**src/rtl/onebit_ctrl_pkg.sv**
```systemverilog
// Shared types and helpers for the single-bit SRAM cell sequencer.
// The state-to-control mapping is used by both the controller and its bench.
package onebit_ctrl_pkg;

    typedef enum logic [2:0] {
        IDLE,
        PRE_A,
        WRITE,
        RD_Q,
        PRE_B,
        RD_QB,
        PRE_C,
        RESP
    } state_t;

    localparam int PRE_CYC_DEF = 2;
    localparam int ACC_CYC_DEF = 2;

    typedef struct packed {
        logic preb;
        logic wl;
        logic wlb;
        logic w_en;
        logic sae;
    } ctrl_t;

    // sae here marks a sense phase; the controller narrows it to the last cycle
    function automatic ctrl_t ctrl_of(state_t s);
        ctrl_t c;
        c = '0;
        case (s)
            WRITE:   c = ctrl_t'(5'b11110);
            RD_Q:    c = ctrl_t'(5'b11001);
            RD_QB:   c = ctrl_t'(5'b10101);
            default: c = '0;
        endcase
        return c;
    endfunction

endpackage

```
**src/rtl/onebit_ctrl_timer.sv**
```systemverilog
// Shared 4-bit phase down-counter: loaded with len-1, done at zero.
// last flags the cycle just before done so callers can register edge-aligned pulses.
module phase_timer (
    input  logic       clk,
    input  logic       rst_n,
    input  logic       load,
    input  logic [3:0] len,
    output logic       done,
    output logic       last
);

    logic [3:0] cnt;

    always_ff @(posedge clk or negedge rst_n) begin
        if (!rst_n) begin
            cnt <= 4'd0;
        end else if (load) begin
            cnt <= len - 4'd1;
        end else if (cnt != 4'd0) begin
            cnt <= cnt - 4'd1;
        end
    end

    assign done = (cnt == 4'd0);
    assign last = (cnt == 4'd1);

endmodule

```
**src/rtl/onebit_ctrl.sv**
```systemverilog
// Sequencer turning valid/ready requests into precharge, wordline, write and
// sense waveforms for the onebit cell, with a differential read cross-check.
module onebit_ctrl
    import onebit_ctrl_pkg::*;
#(
    parameter int PRE_CYC = PRE_CYC_DEF,
    parameter int ACC_CYC = ACC_CYC_DEF
) (
    input  logic clk,
    input  logic rst_n,
    input  logic req_valid,
    output logic req_ready,
    input  logic req_we,
    input  logic req_wdata,
    output logic rsp_valid,
    input  logic rsp_ready,
    output logic rsp_rdata,
    output logic rsp_err,
    input  logic sa_out,
    output logic preb,
    output logic wl,
    output logic wlb,
    output logic w_en,
    output logic write_bit,
    output logic sae,
    output logic busy
);

    localparam logic [3:0] PL = 4'(PRE_CYC);
    localparam logic [3:0] AL = 4'(ACC_CYC);

    state_t     state;
    state_t     nxt;
    logic       load;
    logic [3:0] len;
    logic       done;
    logic       last;
    logic       accept;
    logic       we_r;
    logic       wd_r;
    logic       q_s;
    logic       qb_s;
    ctrl_t      c_n;
    logic       sae_n;

    phase_timer u_timer (
        .clk  (clk),
        .rst_n(rst_n),
        .load (load),
        .len  (len),
        .done (done),
        .last (last)
    );

    assign accept = req_valid & req_ready;

    always_comb begin
        nxt  = state;
        load = 1'b0;
        len  = PL;
        unique case (state)
            IDLE: if (accept) begin
                nxt  = PRE_A;
                load = 1'b1;
            end
            PRE_A: if (done) begin
                nxt  = we_r ? WRITE : RD_Q;
                load = 1'b1;
                len  = AL;
            end
            WRITE: if (done) begin
                nxt  = PRE_C;
                load = 1'b1;
            end
            RD_Q: if (done) begin
                nxt  = PRE_B;
                load = 1'b1;
            end
            PRE_B: if (done) begin
                nxt  = RD_QB;
                load = 1'b1;
                len  = AL;
            end
            RD_QB: if (done) begin
                nxt  = PRE_C;
                load = 1'b1;
            end
            PRE_C: if (done) nxt = RESP;
            RESP:  if (rsp_ready) nxt = IDLE;
            default: nxt = IDLE;
        endcase
    end

    // Outputs are registered from the next state so they line up with it
    assign c_n   = ctrl_of(nxt);
    assign sae_n = c_n.sae & (load ? (AL == 4'd1) : last);

    always_ff @(posedge clk or negedge rst_n) begin
        if (!rst_n) begin
            state     <= IDLE;
            we_r      <= 1'b0;
            wd_r      <= 1'b0;
            q_s       <= 1'b0;
            qb_s      <= 1'b0;
            req_ready <= 1'b0;
            busy      <= 1'b0;
            rsp_valid <= 1'b0;
            rsp_rdata <= 1'b0;
            rsp_err   <= 1'b0;
            preb      <= 1'b0;
            wl        <= 1'b0;
            wlb       <= 1'b0;
            w_en      <= 1'b0;
            write_bit <= 1'b0;
            sae       <= 1'b0;
        end else begin
            state <= nxt;
            if (accept) begin
                we_r <= req_we;
                wd_r <= req_wdata;
            end
            if (state == RD_Q && done) q_s <= sa_out;
            if (state == RD_QB && done) qb_s <= sa_out;
            req_ready <= (nxt == IDLE);
            busy      <= (nxt != IDLE);
            rsp_valid <= (nxt == RESP);
            rsp_rdata <= (nxt == RESP) & ~we_r & q_s;
            rsp_err   <= (nxt == RESP) & ~we_r & (q_s == qb_s);
            preb      <= c_n.preb;
            wl        <= c_n.wl;
            wlb       <= c_n.wlb;
            w_en      <= c_n.w_en;
            write_bit <= c_n.w_en & wd_r;
            sae       <= sae_n;
        end
    end

endmodule

```
**config.mk**
```make
export PLATFORM = sky130hd
export DESIGN_NAME = onebit_ctrl
export DESIGN_NICKNAME = d
export VERILOG_FILES = /design/src/rtl/onebit_ctrl_pkg.sv /design/src/rtl/onebit_ctrl_timer.sv /design/src/rtl/onebit_ctrl.sv
export SDC_FILE = /design/constraint.sdc
export NUM_CORES = 1
export LEC_CHECK = 0
export ABC_AREA = 1
export BUFFER_PORTS_ARGS = -buffer_cell sky130_fd_sc_hd__buf_4
export CAP_MARGIN = 20
export CORE_MARGIN = 5
export CORE_UTILIZATION = 59
export CTS_CLUSTER_SIZE = 30
export DETAILED_ROUTE_END_ITERATION = 12
export PLACE_DENSITY = 0.85
export REMOVE_ABC_BUFFERS = 1
export SYNTH_ARGS = -nofsm -noshare
export SYNTH_HDL_FRONTEND = slang
export SYNTH_SLANG_ARGS = --single-unit
```
**constraint.sdc**
```tcl
create_clock -name clk -period 3.7 [get_ports clk]
set_input_delay 0.37 -clock clk [delete_from_list [all_inputs] [get_ports clk]]
set_output_delay 0.37 -clock clk [all_outputs]
set_load 0.05 [all_outputs]
```
==> run_results.csv, run 1 <==
group,metric,value,unit
place,dp_slack,1.98,ns
worst_setup_path,cp_common_cell,"inv_1",
floorplanning,core-area,1920,um^2
finish,largest-register,"u_timer.cnt",
global_route,overflow,0,
clocking,cts.sinks,22,
route,vias_per_cell,5.29,
route,post-route-drc-count,0,
sta,relSlewSlack,0.758,
clocking,clk_path_buf_depth,2,
floorplanning,num_io_pins,18,
worst_hold_path,hp-class,"in2reg",
finish,final_area,1380,um^2
sta,setup_viol,0,
route,antenna_left,0,
clocking,clk_pin_slew,0.12,ns
logic_synthesis,synth.cell_area,1170,um^2
logic_synthesis,syn_avg_cell_area,8.00,um^2
route,wirelength,2490,um
global_route,grt_pass1_vias,917,
sta,finalSetupTns,0,ns
pwr,power.leakage,0.000782,uW
pwr,design_power_total,1330,uW
route,initialDrtViolationCount,18,
worst_setup_path,worstSetupPathType,"reg2reg",
sta,whs,0.335,ns
worst_setup_path,cp_max_fo,8,
clocking,clockRootBuffer,"clkbuf_4",
sta,worst-slew-pin-transition,0.363,ns
sta,slew_violations,0,
logic_synthesis,ys.flop_type,"dfrtp_1",
sta,period_share,0.484,
clocking,clk_latency,0.30,ns
worst_setup_path,cp_top_family,"simple AND/OR/NAND/NOR gates",
sta,hold_viol_final,0,
sta,fmax,559,MHz
worst_setup_path,rrSetupSlack,1.91,ns
flow_run,maxCapViolations,0,
logic_synthesis,synth-seq-cells,22,
clocking,numCtsBuffers,3,
worst_setup_path,worst_setup_path_start_kind,"register",
logic_synthesis,yosysSeqAreaShare,0.472,
route,vias,1027,
pwr,vdd_ir_drop_max,482,uV
route,wl_per_cell,12.8,um
place,io_buffers,17,
floorplanning,initial_core_util,0.607,
finish,final_common_cell,"nand2_1",
logic_synthesis,synth_cell_type_count,22,
sta,rsz0062_at_grt,"no",
floorplanning,num_rows,16,
finish,top_regs,"u_timer.cnt: 4 flops, state: 3 flops",
global_route,grt_usage,0.194,
logic_synthesis,async_reset_ff_frac,1.00,
place,gp_congestion,0.964,
finish,most-common-layout-cells,"40 x nand2_1, 22 x dfrtp_1, 20 x inv_1, 17 x buf_4, 14 x nor2_1",
worst_setup_path,endpoint_kind,"register",
logic_synthesis,synthCells,146,
global_route,grt_max_degree,23,
worst_setup_path,crit_chain,"inv_1 > ha_1 > nand2_4 > inv_1 > nand2_1 > nand3b_1 > nand4_1 > a21oi_1",
logic_synthesis,yosys_warnings,0,
route,dr.pass1.iters,4,
status,outcome,"finished, final reports clean",
place,dpl.hpwl,1920,um
place,dpl_cell_area,1320,um^2
sta,finClkSkew,0.00212,ns
sta,fin_ws,1.91,ns
pwr,powerDensity,965,nW/um^2
worst_setup_path,crit_slowest_cell,"dfrtp_1",
worst_setup_path,cpPeakStageDelay,0.42,ns
floorplanning,die-area,2970,um^2
finish,drive_gt1_frac,0.192,
worst_setup_path,crit_buf_inv,2,
clocking,htreeDepth,1,
worst_setup_path,cp.required,3.93,ns
finish,synthToLayoutAreaGrowth,18.2,%
clocking,cts_tree,"yes",
finish,largest_register_ffs,4,
floorplanning,die_w,54.5,um
global_route,antenna_found_initial,0,
clocking,cts.repair.resized,0,
global_route,grt_first_pass_wirelength,4060,um
logic_synthesis,synth_enable_flop_cells,0,
worst_setup_path,cp.arrival,2.02,ns
finish,antenna_cells,0,
floorplanning,die_h,54.5,um
finish,nets,179,
sta,period_needed,1.79,ns
-- tightest hold or removal path: stages --
cell     delay (ns)
buf_4          0.08
inv_1          0.04
a31oi_1        0.11
-- area by class of cell --
| type | instances | area (um^2) |
|---|---|---|
| Sequential cell | 22 | 551 |
| Clock buffer | 3 | 22.5 |
| Inverter | 21 | 78.8 |
| Tap cell | 27 | 33.8 |
| Fill cell | 162 | 542 |
| Multi-Input combinational cell | 102 | 527 |
| Timing Repair Buffer | 18 | 138 |
| Clock inverter | 1 | 30.0 |
-- synthesized netlist by cell type, drive strengths merged (2+ instances only) --
| master | instances | share of area |
|---|---|---|
| a21oi | 7 | 0.030 |
| dfrtp | 22 | 0.47 |
| ha | 4 | 0.043 |
| inv | 21 | 0.068 |
| nand2 | 45 | 0.16 |
| nand3 | 10 | 0.043 |
| nand3b | 2 | 0.013 |
| nand4 | 4 | 0.021 |
| nor2 | 16 | 0.064 |
| nor3 | 3 | 0.017 |
| o21ai | 4 | 0.017 |
| or2 | 2 | 0.011 |
| xor2 | 2 | 0.015 |
-- stage by stage --
step           utilization  std cells
3_5_place_dp         0.686        189
6_report             0.718        194
2_1_floorplan            -        145
5_1_grt              0.718        194
4_1_cts              0.718        194
3_3_place_gp         0.686        189
-- metal layers --
layer | GRT usage | routed length, um
met4 | 0.0622 | 20
met3 | 0.0163 | 141
met2 | 0.337 | 1250
met1 | 0.253 | 1080
met5 | 0 | 0
-- logic make-up after synthesis --
logic type,count (synthesis),share of synthesized area
AOI/OAI and AO/OA,13,0.0590
DFF,22,0.472
adders and majority gates,4,0.0429
buffers and inverters,22,0.0772
and+or+nand+nor,83,0.334
xor gates and xnor gates,2,0.0150
-- path summary, 6_finish.rpt --
check,start,end,depth (start not counted)
worst max register to register,u_timer.cnt[0],sae,8
min in group asynchronous,rst_n,u_timer.cnt[3],2
max in group asynchronous,rst_n,wd_r,2
worst max-delay path,u_timer.cnt[0],sae,8
worst min-delay path,sa_out,qb_s,3
worst min register to register,u_timer.cnt[1],u_timer.cnt[1],2
-- power by group --
group	total (uW)	switching, uW	leakage, uW	internal, uW
Clock	181	71.5	0.0000279	109
Sequential	416	83.4	0.000277	333
Combinational	735	498	0.000476	237
Total	1330	653	0.000782	679
-- repair_timing --
| action | CTS | global route |
|---|---|---|
| hold buffers | 1 | 0 |
| hold endpoints to repair | 22 | 0 |
| buffers inserted | 0 | 0 |
Power figures use the tool's default switching activity.
==> inputs of run 2 (changes only) <==
--- a/config.mk
+++ b/config.mk
@@ -9,10 +9,10 @@
 export BUFFER_PORTS_ARGS = -buffer_cell sky130_fd_sc_hd__buf_4
 export CAP_MARGIN = 20
 export CORE_MARGIN = 5
-export CORE_UTILIZATION = 59
+export CORE_UTILIZATION = 55
 export CTS_CLUSTER_SIZE = 30
 export DETAILED_ROUTE_END_ITERATION = 12
-export PLACE_DENSITY = 0.85
+export PLACE_DENSITY = 0.81
 export REMOVE_ABC_BUFFERS = 1
 export SYNTH_ARGS = -nofsm -noshare
 export SYNTH_HDL_FRONTEND = slang
==> constraint.sdc (replaced) <==
create_clock -name clk -period 1.8 [get_ports clk]
set_input_delay 0.18 -clock clk [delete_from_list [all_inputs] [get_ports clk]]
set_output_delay 0.18 -clock clk [all_outputs]
set_load 0.05 [all_outputs]
==> run 2 against run 1 <==
Clock power up 100%. Global-route usage down 3.0 points. Sequential power up 110%. Clock skew up 0.0034 ns. Cell count unchanged. Setup slack worse by 1.7 ns. Die area up 5.9%. Total power up 110%. Critical path depth up 1. Fmax up 12%. Critical path type unchanged.
==> run_results.csv, run 2 (synthesis results as in run 1) <==
group,metric,value,unit
pwr,p_sw_frac,0.485,
global_route,grt_first_pass_wirelength,4130,um
place,io_buffers,17,
finish,drive_gt1_frac,0.228,
global_route,antenna_found_initial,0,
worst_setup_path,endpoint_kind,"register",
finish,synthToLayoutAreaGrowth,19.6,%
finish,nets,179,
pwr,switching_power,1340,uW
clocking,clk_path_buf_depth,2,
global_route,grt_pass1_vias,885,
clocking,clockRootBuffer,"clkbuf_4",
worst_setup_path,cp.arrival,1.84,ns
place,dp_slack,0.0768,ns
clocking,htreeDepth,1,
route,initialDrtViolationCount,37,
route,wl_per_cell,12.2,um
place,dpl_cell_area,1320,um^2
route,antenna_left,0,
flow_run,maxCapViolations,0,
floorplanning,initial_core_util,0.583,
clocking,clk_pin_slew,0.12,ns
pwr,seq_power_share,0.313,
sta,slew_violations,0,
worst_hold_path,hp-class,"in2reg",
sta,finalSetupTns,0,ns
sta,whs,0.114,ns
sta,worst-slew-pin-transition,0.285,ns
finish,final_area,1400,um^2
finish,most-common-layout-cells,"40 x nand2_1, 19 x dfrtp_1, 18 x inv_1, 17 x buf_4, 14 x nor2_1",
pwr,p_comb_frac,0.553,
place,gp_congestion,0.858,
route,dr.pass1.iters,4,
pwr,power.share.clock,0.134,
floorplanning,die-area,3140,um^2
clocking,clk_latency,0.30,ns
worst_setup_path,cp.required,2.04,ns
clocking,cts_tree,"yes",
global_route,grt_usage,0.164,
floorplanning,num_rows,16,
route,vias,992,
route,vias_per_cell,5.11,
sta,setup_viol,0,
route,post-route-drc-count,0,
sta,period_share,0.890,
worst_setup_path,worstSetupPathType,"reg2reg",
floorplanning,die_w,56.1,um
sta,fin_ws,0.198,ns
floorplanning,num_io_pins,18,
clocking,cts_setup_buffers,0,
global_route,overflow,0,
floorplanning,core-area,2000,um^2
sta,finClkSkew,0.00553,ns
pwr,internal_power,1420,uW
finish,largest-register,"u_timer.cnt",
worst_setup_path,cp_max_fo,8,
place,dpl.hpwl,1820,um
pwr,power.leakage,0.000776,uW
finish,final_util,0.698,
clocking,cts.sinks,22,
global_route,grt_max_degree,23,
finish,antenna_cells,0,
pwr,powerDensity,1980,nW/um^2
route,wirelength,2370,um
floorplanning,die_h,56.1,um
sta,fmax,624,MHz
sta,relSlewSlack,0.810,
worst_setup_path,worst_setup_path_start_kind,"register",
finish,top_regs,"u_timer.cnt: 4 flops, state: 3 flops",
pwr,vdd_ir_drop_max,1210,uV
sta,period_needed,1.60,ns
finish,largest_register_ffs,4,
finish,fillCellCount,175,
sta,hold_viol_final,0,
finish,final_common_cell,"nand2_1",
clocking,numCtsBuffers,3,
status,outcome,"finished, final reports clean",
run 2: worst max-delay path, stage by stage, from the launching register on:
cell and delay (ns):
dfrtp_2 0.49, inv_1 0.15, nand2_1 0.11, nand2_2 0.09
nand4_1 0.17, nand2_2 0.15, inv_1 0.06, nor2_1 0.10
nand3_1 0.11, nor2_1 0.10
run 2: layout make-up:
class | instances | area, um^2 | area share
Clock inverter | 1 | 30.0 | 0.0215
Clock buffer | 3 | 22.5 | 0.0161
Inverter | 21 | 78.8 | 0.0565
Timing Repair Buffer | 18 | 138 | 0.0986
Tap cell | 27 | 33.8 | 0.0242
Multi-Input combinational cell | 102 | 539 | 0.386
Sequential cell | 22 | 554 | 0.397
run 2: metal layers:
layer | vias to the layer above | track usage | part of all wire
li1 | 502 | - | -
met1 | 452 | 0.223 | 0.45
met2 | 36 | 0.265 | 0.48
met3 | 2 | 0.0209 | 0.059
met4 | 0 | 0.0610 | 0.011
met5 | - | 0 | 0
run 2: path summary, 6_finish.rpt:
kind	from	end	slack [ns]	cells after the start
max in group asynchronous	rst_n	state[2]	1.29	2
setup reg to reg	state[1]	rsp_rdata	0.20	9
min in group asynchronous	rst_n	wl	0.28	2
hold reg to reg	wd_r	wd_r	0.54	2
setup / recovery	state[1]	rsp_rdata	0.20	9
hold / removal	req_wdata	wd_r	0.11	3
run 2: repair_timing:
| item | 4_1_cts | 5_1_grt |
|---|---|---|
| hold buffers | 1 | 0 |
| hold endpoints to repair | 22 | 0 |
| resized for setup | 0 | 7 |
| setup endpoints to repair | 0 | 8 |
run 2: metrics by stage:
stage	std cells	total power (uW)
final	194	2770
after CTS	194	2720
after detailed placement	189	2340
after global placement	189	2300
after global routing	194	2990
after floorplan	145	1980
run 2: power by group through the flow:
stage / Clock, uW / Sequential [uW] / Combinational [uW]
6_report: 371 / 865 / 1530
5_1_grt: 398 / 889 / 1700
4_1_cts: 374 / 853 / 1490
3_5_place_dp: 0 / 863 / 1470
3_3_place_gp: 0 / 854 / 1440
2_1_floorplan: 0 / 1050 / 925
==> inputs of run 3 (changes only) <==
--- a/config.mk
+++ b/config.mk
@@ -13,7 +13,9 @@
 export CTS_CLUSTER_SIZE = 30
 export DETAILED_ROUTE_END_ITERATION = 12
 export PLACE_DENSITY = 0.81
+export RECOVER_POWER = 25
 export REMOVE_ABC_BUFFERS = 1
 export SYNTH_ARGS = -nofsm -noshare
 export SYNTH_HDL_FRONTEND = slang
 export SYNTH_SLANG_ARGS = --single-unit
+export TNS_END_PERCENT = 5
==> run 3 against run 2 <==
Via count is 0.10% lower. Cell count stayed put. Clock skew unchanged. Clock power is essentially flat. Hold slack did not move. Register-to-register slack about the same. Wire length is 0.13% lower. Cell area fell by 0.27%. Global-route usage is the same. Critical endpoint unchanged. Largest power group unchanged.
==> run_results.csv, run 3 (synthesis results as in run 1) <==
group,metric,value,unit
sta,period_needed,1.60,ns
worst_setup_path,cp.arrival,1.84,ns
finish,most-common-layout-cells,"40 x nand2_1, 19 x dfrtp_1, 18 x inv_1, 16 x buf_4, 14 x nor2_1",
finish,instances_no_fill,194,
global_route,antenna_found_initial,0,
worst_setup_path,crit_chain,"inv_1 > nand2_1 > nand2_2 > nand4_1 > nand2_2 > inv_1 > nor2_1 > nand3_1 > nor2_1",
global_route,grt_pass1_vias,885,
finish,nets,179,
clocking,htreeDepth,1,
place,gp_congestion,0.858,
floorplanning,num_rows,16,
pwr,powerDensity,1980,nW/um^2
clocking,clk_path_buf_depth,2,
place,dp_slack,0.0768,ns
route,initialDrtViolationCount,38,
worst_setup_path,cpPeakStageDelay,0.49,ns
clocking,clk_latency,0.30,ns
finish,antenna_cells,0,
finish,seqCellArea,554,um^2
worst_setup_path,worst-path-stages,9,
finish,final_common_cell,"nand2_1",
route,wirelength,2360,um
route,vias,991,
pwr,power.leakage,0.000773,uW
sta,relSlewSlack,0.239,
worst_setup_path,crit_slowest_cell,"dfrtp_2",
clocking,clk_pin_slew,0.12,ns
finish,multi_input_area,539,um^2
sta,hold_viol_final,0,
global_route,grt_usage,0.164,
route,vias_per_cell,5.11,
pwr,design_power_total,2760,uW
place,io_buffers,17,
sta,slew_violations,0,
worst_hold_path,holdPathStages,3,
worst_setup_path,worstSetupPathType,"reg2reg",
global_route,grt_max_degree,23,
sta,fmax,624,MHz
finish,final_util,0.696,
floorplanning,initial_core_util,0.583,
worst_setup_path,r2r_cells,9,
finish,top_regs,"u_timer.cnt: 4 flops, state: 3 flops",
floorplanning,die_w,56.1,um
clocking,cts.sinks,22,
route,post-route-drc-count,0,
status,outcome,"finished, final reports clean",
floorplanning,die-area,3140,um^2
floorplanning,core-area,2000,um^2
worst_setup_path,crit_buf_inv,2,
floorplanning,die_h,56.1,um
sta,setup_viol,0,
flow_run,maxCapViolations,0,
global_route,overflow,0,
sta,fin_ws,0.198,ns
route,antenna_left,0,
finish,fillCellCount,177,
worst_setup_path,endpoint_kind,"register",
clocking,cts_tree,"yes",
route,wl_per_cell,12.2,um
worst_setup_path,cp.required,2.04,ns
route,dr.pass1.iters,4,
worst_setup_path,cp_max_fo,8,
global_route,grt_first_pass_wirelength,4130,um
pwr,vdd_ir_drop_max,1210,uV
clocking,cts_setup_buffers,0,
worst_setup_path,worst_setup_path_start_kind,"register",
place,dpl_cell_area,1320,um^2
worst_setup_path,rrSetupSlack,0.20,ns
finish,largest_register_ffs,4,
sta,finClkSkew,0.00553,ns
finish,synthToLayoutAreaGrowth,19.3,%
finish,final_area,1390,um^2
finish,drive_gt1_frac,0.222,
sta,worst-slew-pin-transition,1.14,ns
finish,largest-register,"u_timer.cnt",
worst_setup_path,cp_top_family,"simple AND/OR/NAND/NOR gates",
place,dpl.hpwl,1820,um
clocking,numCtsBuffers,3,
place,place_inst,189,
worst_hold_path,hp-class,"in2reg",
clocking,clockRootBuffer,"clkbuf_4",
floorplanning,num_io_pins,18,
sta,period_share,0.890,
==> run 3: cell types whose count changed in the layout (fill, tap and decap cells not counted) <==
cell | before | now
buf_4 | 17 | 16
clkbuf_1 | 0 | 1
==> run 3: metal layers <==
layer	vias to the layer above	GRT usage	routed length, um
li1	502	-	-
met1	451	0.223	1070
met2	36	0.265	1130
met3	2	0.0209	139
met4	0	0.0610	27
met5	-	0	0
==> run 3: worst reg2reg max path: stages (launching register included) <==
cell and delay [ns]:
dfrtp_2 0.49, inv_1 0.15, nand2_1 0.11, nand2_2 0.09, nand4_1 0.17, nand2_2 0.15, inv_1 0.06, nor2_1 0.10
nand3_1 0.11, nor2_1 0.10
==> run 3: path summary, 6_finish.rpt <==
| path | start | to |
|---|---|---|
| min in group asynchronous | rst_n | wl |
| max in group asynchronous | rst_n | state[2] |
| worst min-delay path | req_wdata | wd_r |
| worst min register to register | wd_r | wd_r |
| worst max register to register | state[1] | rsp_rdata |
| worst max-delay path | state[1] | rsp_rdata |
==> run 3: metrics by stage <==
step | hold slack, ns | TNS, ns
floorplan | -0.116 | 0
CTS | 0.117 | 0
global route | 0.118 | -0.00313
detailed placement | 0.0807 | 0
finish | 0.114 | 0
global placement | 0.0725 | 0
==> run 3: final cells by class <==
type                       count  share of cell area
sequential                    22               0.398
multi-input combinational    102               0.387
timing repair buffer          18              0.0961
inverter                      21              0.0566
tap                           27              0.0243
clock inverter                 1              0.0216
clock buffer                   3              0.0162
==> run 3: power breakdown <==
group / internal, uW / switching (uW) / leakage [uW]
Sequential: 690 / 174 / 0.000273
Combinational: 507 / 1020 / 0.000471
Clock: 225 / 147 / 0.0000279
Total: 1420 / 1340 / 0.000773
==> run 3: what timing repair did <==
action,CTS,global route
endpoints found under the setup margin,0,8
resized for setup,0,7
hold buffers,1,0
hold endpoints to repair,22,0
